File: src/rtl/branch_target_buffer.sv
// rtl/branch_target_buffer.sv - direct-mapped BTB with 2-bit direction counters and flush sweep
module branch_target_buffer #(
    parameter int NUM_ENTRIES = 16
) (
    input  logic        CLK,
    input  logic        rst,
    input  logic        flush,
    input  logic [31:0] fetch_pc,
    output logic        pred_hit,
    output logic        pred_taken,
    output logic [31:0] pred_target,
    input  logic        update_btb,
    input  logic [31:0] update_pc,
    input  logic        branch_outcome,
    input  logic [31:0] branch_target,
    output logic        busy
);
    localparam int IDX_W = $clog2(NUM_ENTRIES);
    localparam int TAG_W = 30 - IDX_W;

    typedef enum logic {IDLE, CLEAR} state_t;

    state_t                 state_q, state_d;
    logic [IDX_W-1:0]       ptr_q, ptr_d;
    logic [NUM_ENTRIES-1:0] valid_q, valid_d;
    logic [TAG_W-1:0]       tag_q    [NUM_ENTRIES];
    logic [TAG_W-1:0]       tag_d    [NUM_ENTRIES];
    logic [31:0]            target_q [NUM_ENTRIES];
    logic [31:0]            target_d [NUM_ENTRIES];
    logic [1:0]             ctr_q    [NUM_ENTRIES];
    logic [1:0]             ctr_d    [NUM_ENTRIES];

    logic [IDX_W-1:0] f_idx, u_idx;
    logic [TAG_W-1:0] f_tag, u_tag;
    logic             u_hit;
    logic             unused_pc_bits;

    assign f_idx = fetch_pc[IDX_W+1:2];
    assign f_tag = fetch_pc[31:IDX_W+2];
    assign u_idx = update_pc[IDX_W+1:2];
    assign u_tag = update_pc[31:IDX_W+2];
    assign unused_pc_bits = ^update_pc[1:0];

    assign busy        = (state_q == CLEAR);
    assign pred_hit    = !busy && valid_q[f_idx] && (tag_q[f_idx] == f_tag);
    assign pred_taken  = pred_hit && ctr_q[f_idx][1];
    assign pred_target = pred_taken ? target_q[f_idx] : fetch_pc + 32'd4;
    assign u_hit       = valid_q[u_idx] && (tag_q[u_idx] == u_tag);

    always_comb begin
        state_d  = state_q;
        ptr_d    = ptr_q;
        valid_d  = valid_q;
        tag_d    = tag_q;
        target_d = target_q;
        ctr_d    = ctr_q;
        case (state_q)
            IDLE: begin
                // flush takes priority; a coincident update is dropped
                if (flush) begin
                    state_d = CLEAR;
                    ptr_d   = '0;
                end else if (update_btb) begin
                    if (u_hit) begin
                        if (branch_outcome) begin
                            target_d[u_idx] = branch_target;
                            if (ctr_q[u_idx] != 2'b11)
                                ctr_d[u_idx] = ctr_q[u_idx] + 2'd1;
                        end else if (ctr_q[u_idx] != 2'b00) begin
                            ctr_d[u_idx] = ctr_q[u_idx] - 2'd1;
                        end
                    end else if (branch_outcome) begin
                        valid_d[u_idx]  = 1'b1;
                        tag_d[u_idx]    = u_tag;
                        target_d[u_idx] = branch_target;
                        ctr_d[u_idx]    = 2'b10;
                    end
                end
            end
            CLEAR: begin
                valid_d[ptr_q] = 1'b0;
                ptr_d          = ptr_q + IDX_W'(1);
                if (ptr_q == IDX_W'(NUM_ENTRIES - 1))
                    state_d = IDLE;
            end
            default: state_d = IDLE;
        endcase
    end

    always_ff @(posedge CLK) begin
        if (rst) begin
            state_q <= IDLE;
            ptr_q   <= '0;
            valid_q <= '0;
        end else begin
            state_q <= state_d;
            ptr_q   <= ptr_d;
            valid_q <= valid_d;
        end
    end

    // payload is only meaningful behind a valid bit, so it carries no reset
    always_ff @(posedge CLK) begin
        tag_q    <= tag_d;
        target_q <= target_d;
        ctr_q    <= ctr_d;
    end
endmodule
File: config.mk
export PLATFORM = sky130hd
export DESIGN_NAME = branch_target_buffer
export DESIGN_NICKNAME = d
export VERILOG_FILES = /design/src/rtl/branch_target_buffer.sv
export SDC_FILE = /design/constraint.sdc
export NUM_CORES = 1
export LEC_CHECK = 0
export BUFFER_PORTS_ARGS = -buffer_cell sky130_fd_sc_hd__buf_2
export CAP_MARGIN = 20
export CORE_UTILIZATION = 36
export CTS_CLUSTER_DIAMETER = 50
export DETAILED_ROUTE_END_ITERATION = 16
export PLACE_DENSITY_LB_ADDON = 0.15
export SLEW_MARGIN = 25
export SYNTH_ARGS = -nofsm -noshare
export SYNTH_HDL_FRONTEND = slang
export SYNTH_SLANG_ARGS = --single-unit
File: constraint.sdc
create_clock -name CLK -period 9.15 [get_ports CLK]
set_clock_uncertainty 0.05 [all_clocks]
set_input_delay 0.4575 -clock CLK [delete_from_list [all_inputs] [get_ports CLK]]
set_output_delay 0.4575 -clock CLK [all_outputs]
set_load 0.05 [all_outputs]
======== Yosys cells after proc, flatten, opt, wreduce, memory -nomap -nowiden ========
Index checks and enable logic that the tools add are counted.
storage, ports and cells
  flip-flop bits (word level) ............. 981
  input bits .............................. 101
operators by class
  magnitude comparators ................... 8
  add/subtract/negate cells ............... 4
  reduce and logical (&&, ||, !) cells .... 15
  bitwise gates (word level) .............. 11
  equality and inequality tests ........... 10
  multiplexer cells ....................... 49
operator list
  kind                                                                   count
  512-bit bitwise mux                                                    1
  416-bit bitwise mux                                                    1
  32-bit two-way mux                                                     9
  26-bit binary-select mux with 4-bit select                             2
  26-bit two-way mux                                                     5
  32-bit binary-select mux with 4-bit select                             1
  32-bit demux with 4-bit select                                         1
  26-bit demux with 4-bit select                                         1
  32-bit bitwise mux                                                     2
  16-bit two-way mux                                                     4
  26-bit equality test                                                   2
  32-bit by 3-bit adder with 32-bit output (second input constant)       1
  16-bit AND                                                             2
  16-bit NOT                                                             2
  16-bit OR                                                              2
  16-bit case mux with 2 select lines                                    1
  2-bit binary-select mux with 4-bit select                              2
  4-bit by 5-bit < comparator with 1-bit output (second input constant)  3
  2-bit != test (second input constant)                                  6
  5-bit greater-or-equal comparator (second input constant)              2
  2-bit two-way mux                                                      5
  4-bit NOT with 5-bit output                                            2
  1-bit binary-select mux with 4-bit select                              2
  1-bit demux with 4-bit select                                          2
  19 further kinds                                                       36

======== Depth between registers and ports, before layout ========
Gate-level depths: netlist of run 1.
  depth in word-level cells ............... 10
  gate-level depth with buffers ........... 15
  mapped depth without buffers ............ 9

======== Worst setup path before layout of run 1 ========
No wires, ideal clock.
  path type ............................... input to register
  start point ............................. input update_pc[2]
  end point ............................... register valid_q[8]
  path buffers ............................ 4
  stages .................................. 12
  slack ................................... 4.274 ns
  arrival ................................. 4.760 ns
  library setup time ...................... 0.066 ns
  cells stage by stage .................... buf_2 -> buf_4 -> buf_2 -> mux4_2 -> mux2_2 -> a32oi_1 -> a21oi_1 -> o221ai_1 -> nor3_2 -> buf_4 -> nor3_1 -> o221a_2
between the ends
  word-level cells in the longest chain between the ends .. 10
  elaborated cells on any way between the ends .. 21
RTL lines
  element                                                                                                                                              RTL line  text
  start: declaration                                                                                                                                   13        input logic [31:0] update_pc,
  4-bit by 5-bit < comparator with 1-bit output (implied by the code) or 4-bit by 1-bit greater-or-equal comparator with 1-bit output (tied branches)  73        valid_d[u_idx] = 1'b1;
  1-bit logical AND (implied by the code)                                                                                                              73
  1-bit two-way mux (implied by the code)                                                                                                              73
  1-bit demux with 4-bit select                                                                                                                        73
  16-bit OR (no source line)                                                                                                                           --
  16-bit two-way mux                                                                                                                                   72        end else if (branch_outcome) begin
  16-bit two-way mux                                                                                                                                   64        if (u_hit) begin
  16-bit two-way mux                                                                                                                                   63        end else if (update_btb) begin
  16-bit two-way mux                                                                                                                                   60        if (flush) begin
  16-bit case mux with 2 select lines                                                                                                                  57        case (state_q)
  end signal: assignment                                                                                                                               98        valid_q <= valid_d;
  end: declaration                                                                                                                                     25        logic [NUM_ENTRIES-1:0] valid_q, valid_d;
Several ways; a longest one is shown, not always the timed one. The select of a mux whose other input is x is not followed.
A chain may end at the register's enable or synchronous reset.

======== Worst setup path in the final report of run 1 ========
  start point ............................. input fetch_pc[3]
  end point ............................... output pred_target[28]
between the ends
  word-level cells in the longest chain between the ends .. 8
  elaborated cells on any way between the ends .. 18
RTL lines
  element                                                 RTL line    text
  start: declaration                                      8           input logic [31:0] fetch_pc,
  4-bit NOT with 5-bit output (implied by the code)       45, 46, 47
  26-bit binary-select mux with 4-bit select              45          assign pred_hit = !busy && valid_q[f_idx] && (tag_q[f_idx] == f_tag);
  26-bit two-way mux (implied by the code) (2 in series)  45
  26-bit equality test                                    45
  1-bit logical AND                                       45
  1-bit logical AND                                       46          assign pred_taken = pred_hit && ctr_q[f_idx][1];
  32-bit two-way mux *                                    47          assign pred_target = pred_taken ? target_q[f_idx] : fetch_pc + 32'd4;
  end: declaration                                        11          output logic [31:0] pred_target,
Mark *: on every way between the ends. The rest lies on a longest branch, timed or not. The select of a mux whose other input is x is not followed.

==> results of run 1 <==
==> worst register-to-register path: stages, from the launching register on <==
cell	delay, ps
edfxtp_1	400
mux4_2	470
mux2i_1	230
xnor2_1	190
or4_1	570
nor4_1	290
o221ai_1	350
nor3_4	290
buf_4	440
a41oi_1	220
buf_4	240
o21ai_0	430
==> placed cells by master (no fill, tap or decap), drive strengths merged, types with 9 or more instances in the layout <==
cell type / synthesis / final
and3: 9 / 9
mux2: 18 / 18
o22ai: 27 / 27
nor2: 85 / 85
edfxtp: 960 / 960
buf: 105 / 198
mux2i: 127 / 127
mux4: 374 / 374
nand3: 24 / 24
clkinv: 1 / 46
dfxtp: 21 / 21
a22oi: 11 / 11
a21oi: 30 / 30
inv: 24 / 36
o21ai: 53 / 53
clkinvlp: 0 / 9
clkbuf: 41 / 148
nand2b: 10 / 10
nor3: 12 / 12
nand2: 113 / 113
xor2: 53 / 53
nand4: 9 / 9
xnor2: 46 / 46
==> cell families after synthesis <==
kind of cell / Yosys count / synth area share, %
fa+ha+maj: 7 / 0.202
simple gates: 288 / 2.98
compound gates: 178 / 2.67
flops: 981 / 67.4
xor+xnor: 99 / 2.00
mux: 519 / 22.8
buf+inv: 171 / 1.91
==> metrics by stage <==
stage	cells	hold WS, ps	cell area (um2)	util, %
2_1_floorplan	2243	390	43400	-
3_3_place_gp	3894	406	46100	38.8
3_5_place_dp	3895	417	46100	38.9
4_1_cts	4115	0.891	49800	42.0
5_1_grt	4116	30.3	49900	42.0
6_report	4116	44.9	49900	42.0
==> metal layers <==
layer | GRT usage, % | routed length, um | up-vias
li1 | - | - | 9720
met1 | 29.6 | 54900 | 12600
met2 | 33.5 | 60700 | 905
met3 | 4.14 | 9110 | 185
met4 | 4.84 | 2320 | 28
met5 | 0 | 157 | -
==> state kept, by name, summed over array words and instances, names as in the netlist <==
signal and count:
busy 1, target_q 512, ctr_q 32, valid_q 16
tag_q 416, ptr_q 4
==> where the power goes <==
part           leakage [nW]  switching (mW)  internal (mW)
combinational          5.21           0.445          0.269
clock                  1.79            1.90           2.55
sequential             8.81         0.00869           4.95
==> worst paths after layout <==
path | slack (ps) | from | end | cells after the start
max | 3290 | fetch_pc[3] | pred_target[28] | 14
min | 40 | flush | ptr_q[1]$_SDFFE_PP0P_ | 4
max reg2reg | 4640 | tag_q[256]$_DFFE_PP_ | ctr_q[25]$_DFFE_PP_ | 11
min reg2reg | 430 | valid_q[0]$_SDFFE_PP0P_ | valid_q[0]$_SDFFE_PP0P_ | 2
==> area by class of cell <==
| class | instances | area [um2] |
|---|---|---|
| clock buffer | 148 | 3090 |
| antenna | 1 | 2.50 |
| tap | 1600 | 2000 |
| fill | 10400 | 68900 |
| inverter | 25 | 96.3 |
| multi-input combinational | 1091 | 13600 |
| sequential | 981 | 29200 |
| timing repair buffer | 199 | 1230 |
| clock inverter | 71 | 628 |
==> Yosys cell counts (7+ instances only) <==
cell type  count  area share, %
o21ai_1       10           0.12
ha_1           7           0.20
a22oi_1       11           0.19
nand3_1       24           0.28
xor2_1        53            1.1
nor2b_1        7           0.10
mux4_2       374             19
dfxtp_1       21           0.97
edfxtp_1     960             66
nor3_1        11           0.13
clkbuf_1      41           0.35
inv_1         23           0.20
nor4_1         7           0.10
buf_1         17           0.15
nor2_1        84           0.73
nand2_1      112           0.97
o22ai_1       27           0.39
mux2_2        18           0.47
buf_4         16           0.28
a21oi_1       30           0.35
xnor2_1       46           0.93
o21ai_0       43           0.50
nand2b_1      10           0.14
mux2i_1      127            2.9
and3_1         9           0.13
nand4_1        9           0.13
buf_2         66           0.76
==> results.tsv, run 1 <==
metric	value	unit
Port Buffer Count	133	
Final min period	5860	ps
Cell Rows	126	
EDFF count, synth	960	
predominant post-synthesis flop cell	edfxtp_1	
dpl ws	3360	ps
startpoint types	input pin	
nets@finish	2524	
Worst-Margin Slew	1110	ps
CTS tree	done	
Num CTS Buffers	118	
Clk pin slew, worst setup/hold paths	50	ps
initial antenna violation count	24	
outcome	complete, no violations	
fmax	171	MHz
final wirelength	127000	um
register bit total from synthesis	981	
Syn Nets	2351	
Initial Util	36.5	%
vias in the first global route	24200	
via count	23500	
synth unique cells	66	
post-cts hold buffer count	1	
total grt overflow	0	
first-pass GRT wire length	182000	um
Tot Pwr	10.1	mW
Slowest-stage cell, CP	mux2i_1	
area growth from synthesis to layout	14.9	%
register area share after synthesis	67.4	%
Pins Over Slew Limit	0	
layout cells sized above 1	32.0	%
data arrival time of the worst path	5360	ps
Detailed Route Iter0 Violations	2564	
Die X	349	um
Resized cells post-CTS	0	
CTS max path bufs	3	
CP cell instances	buf_8, buf_4, mux4_2, mux2i_1, mux2i_1, xor2_1, nor4_1, nand4_1, nor3b_4, buf_6, buf_4, nand2_1, o21ai_0, buf_2	
Top Ports	136	
ANT nets after route	0	
worst skew pair latency	730	ps
FFs w/ async S/R, synth	0	%
number of remaining DRC errors	0	
WP data required	8640	ps
Yosys warnings	0	
HPWL Detailed	74600	um
Slew headroom	26.0	%
cell family with most CP delay	buffers and inverters	
clock net sink count	981	
final hold vios	0	
crit end category	primary output	
Max stage delay on crit path	790	ps
1st-pass router iterations	7	
post-CTS setup buffers	0	
GP Congestion	0.836	
Worst Path Class, Setup	in2out	
wire per inst	30.9	um
fin worst setup slack	3290	ps
Setup TNS	0	ps
WP buf/inv	5	
Leakage	15.8	nW
maximum VDD drop	0.180	mV
max_cap viols	0	
Syn Area/Cell	19.3	um2
CP Max Fanout	52	
H-tree levels	3	
GRT Overall Usage	21.0	%
DIE HEIGHT	349	um
RSZ-0062 raised after global routing	false	
die area	0.122	mm2
Core Area	0.119	mm2
Post-Synthesis Cells	2243	
CTS root buf	clkbuf_16	
Worst Hold Class	in2reg	
Via density	5.70	
final setup fails	0	
Power Density	203	mW/mm2
pin count of the biggest net entering global routing	128	
Post-Syn Area	0.0434	mm2
final period utilization	64.1	%
Power figures use the tool's default switching activity.
==> inputs of run 2 (changes only) <==
--- a/config.mk
+++ b/config.mk
@@ -5,6 +5,7 @@
 export SDC_FILE = /design/constraint.sdc
 export NUM_CORES = 1
 export LEC_CHECK = 0
+export ABC_AREA = 1
 export BUFFER_PORTS_ARGS = -buffer_cell sky130_fd_sc_hd__buf_2
 export CAP_MARGIN = 20
 export CORE_UTILIZATION = 36
==> constraint.sdc (replaced) <==
create_clock -name CLK -period 5.1 [get_ports CLK]
set_clock_uncertainty 0.05 [all_clocks]
set_input_delay 0.255 -clock CLK [delete_from_list [all_inputs] [get_ports CLK]]
set_output_delay 0.255 -clock CLK [all_outputs]
set_load 0.05 [all_outputs]
==> run 2 against run 1 <==
Compared with the run above: clock power up 89%; synthesized cell count up 110%; count of clock-buffer cells in the layout down 4; critical path depth up 2; cell count up 61%; sequential power up 79%; first-iteration DRC count up 53%; utilization up 0.49 points; via count up 53%; critical endpoint is now pred_target[27]; largest cell class unchanged.
==> results.tsv, run 2 <==
metric	value	unit	change
outcome	complete, no violations		
startpoint types	input pin		
max_cap viols	0		unchanged
register bank with the most flops	target_q		
total grt overflow	0		unchanged
Worst Hold Class	in2reg		
vias in the first global route	33800		+40%
Placed Area	0.0491	mm2	+6.5%
layout cells sized above 1	10.4	%	-22 points
Leakage	20.1	nW	+27%
Pins Over Slew Limit	0		unchanged
Top Ports	136		unchanged
worst skew pair latency	780	ps	+50 ps
WP buf/inv	4		-1
Detailed Route Iter0 Violations	3921		+53%
Synth top cells by count	nand2_1, edfxtp_1, nor2_1, o21ai_0, inv_1		
cell taking the most area after synthesis	edfxtp_1		
Worst Path Class, Setup	in2out		
register bit total from synthesis	981		unchanged
Post-Syn Area	0.0461	mm2	+6.4%
Core Area	0.126	mm2	+6.5%
die area	0.130	mm2	+6.3%
Power Density	354	mW/mm2	+74%
register area share after synthesis	63.4	%	-4.0 points
CTS max path bufs	3		unchanged
Yosys warnings	0		unchanged
crit end category	primary output		
Syn Nets	4795		+100%
CTS tree	done		
GP Congestion	0.902		+7.9%
FFs w/ async S/R, synth	0	%	unchanged
Post-Layout Inst Area	0.0537	mm2	+7.7%
CP cell instances	buf_8, inv_8, buf_4, nor2_1, o211ai_1, nand3_1, nand3_1, nand2_1, nor2_1, nand2_1, nor2_1, nand2_1, nor2_4, nand2_4, o21ai_1, buf_2		
Initial Util	36.5	%	about the same
final setup fails	0		unchanged
nets@finish	4957		+96%
initial antenna violation count	18		-25%
fmax	226	MHz	
final period utilization	87.0	%	
GRT met1 Usage	33.2	%	+3.6 points
RSZ-0062 raised after global routing	false		
dpl ws	675	ps	-2690 ps
Slowest-stage cell, CP	inv_8		
pin count of the biggest net entering global routing	127		-0.78%
Cell Rows	130		+3.2%
GRT Overall Usage	23.9	%	+2.9 points
Num CTS Buffers	121		+2.5%
Largest register FFs	512		unchanged
maximum VDD drop	0.277	mV	+54%
Clk pin slew, worst setup/hold paths	60	ps	about the same
number of remaining DRC errors	0		unchanged
Resized cells post-CTS	0		unchanged
predominant post-synthesis flop cell	edfxtp_1		
HPWL Detailed	94200	um	+26%
Worst-Margin Slew	1050	ps	-53.5 ps
final hold vios	0		unchanged
ANT nets after route	0		unchanged
Final min period	4430	ps	
Setup TNS	0	ps	unchanged
EDFF count, synth	960		unchanged
synth unique cells	47		-29%
share of the synthesized area in the top cell type	62.5	%	-4.0 points
post-CTS setup buffers	0		unchanged
via count	35800		+53%
Max stage delay on crit path	530	ps	-260 ps
met2 GRT Util	37.8	%	+4.3 points
post-cts hold buffer count	61		+60
cell family with most CP delay	simple AND/OR/NAND/NOR gates		
cells taking the most area after synthesis	edfxtp_1, nand2_1, o21ai_0		
Syn Area/Cell	9.84	um2	-49%
1st-pass router iterations	6		-1
gr busiest metal	met2		
DIE HEIGHT	360	um	+3.1%
CTS root buf	clkbuf_16		
Port Buffer Count	133		unchanged
Die X	360	um	+3.1%
final wirelength	158000	um	+24%
most frequent cells in the layout	nand2_1, edfxtp_1, nor2_1		
area growth from synthesis to layout	16.4	%	
first-pass GRT wire length	229000	um	+26%
WP data required	4800	ps	-3840 ps
clock net sink count	981		unchanged
Post-Synthesis Cells	4687		+110%
GRT met3 Usage	4.47	%	+0.34 points
top-count cell post-synth	nand2_1		
CP Max Fanout	126		+140%
fin worst setup slack	665	ps	-2620 ps
most common cell after layout, fill and taps aside	nand2_1		
Top Registers	target_q x512, tag_q x416, ctr_q x32		
data arrival time of the worst path	4130	ps	-1230 ps
wire per inst	23.9	um	-23%
Slew headroom	29.6	%	+3.6 points
Via density	5.41		-5.0%
H-tree levels	3		unchanged
[run 2: changes by cell type after synthesis, sizes merged, moves of 46 or more]
cell,before,now
o22ai,27,110
mux2i,127,0
o21ai,53,625
clkbuf,41,122
nor2,85,735
xnor2,46,0
nand2,113,1161
mux4,374,0
o211ai,2,58
nand3,24,124
inv,24,278
buf,105,160
a21oi,30,125
[run 2: kinds of logic (layout without fill, tap and decap cells)]
logic type | count (synthesis) | after routing | synth area share [%]
xor gates and xnor gates | 28 | 28 | 0.532
other | 0 | 10 | 0
adders and majority gates | 7 | 7 | 0.190
AOI/OAI and AO/OA | 1038 | 1038 | 12.8
and+or+nand+nor | 2071 | 2071 | 17.8
buffers and inverters | 562 | 825 | 5.32
DFF | 981 | 981 | 63.4
[run 2: path summary, 6_finish.rpt]
| check | from | endpoint | cells after the start | slack (ps) |
|---|---|---|---|---|
| setup reg to reg | tag_q[370]$_DFFE_PP_ | tag_q[218]$_DFFE_PP_ | 19 | 1600 |
| setup / recovery | fetch_pc[2] | pred_target[27] | 16 | 670 |
| hold reg to reg | valid_q[1]$_SDFFE_PP0P_ | valid_q[1]$_SDFFE_PP0P_ | 2 | 430 |
| hold / removal | branch_outcome | ctr_q[29]$_DFFE_PP_ | 6 | 190 |
[run 2: cell type report]
type / count / area (um2)
clock inverters: 80 / 769
clock buffers: 144 / 3180
diodes: 10 / 25.0
repair buffers: 321 / 2700
multi-input cells: 3144 / 14600
flip-flops and latches: 981 / 29200
inverters: 280 / 1070
fillers: 12000 / 72700
well taps: 1650 / 2060
[run 2: worst min-delay path: stages]
cell and delay, ps:
buf_2 120, xor2_1 70, buf_4 200, o21ai_0 150
o21ai_1 60, inv_1 50
[run 2: layer usage]
| layer | vias to the layer above | wire length [um] |
|---|---|---|
| li1 | 16600 | - |
| met1 | 17500 | 69400 |
| met2 | 1381 | 71800 |
| met3 | 286 | 12200 |
| met4 | 22 | 4290 |
| met5 | - | 125 |
[run 2: metrics by stage]
step                hold slack [ps]  power (mW)  std cells  utilization, %
global route                    198        19.6       6600            42.5
detailed placement              417        10.7       6315            38.9
finish                          194        19.0       6610            42.5
global placement                414        10.7       6310            38.7
CTS                             127        19.1       6600            42.5
floorplan                       277        10.0       4687               -
[run 2: power breakdown]
| group | total [mW] | switching [mW] | internal, mW | leakage (nW) |
|---|---|---|---|---|
| sequential | 8.89 | 0.0128 | 8.88 | 8.81 |
| clock | 8.41 | 3.57 | 4.84 | 1.90 |
| combinational | 1.70 | 1.23 | 0.464 | 9.44 |
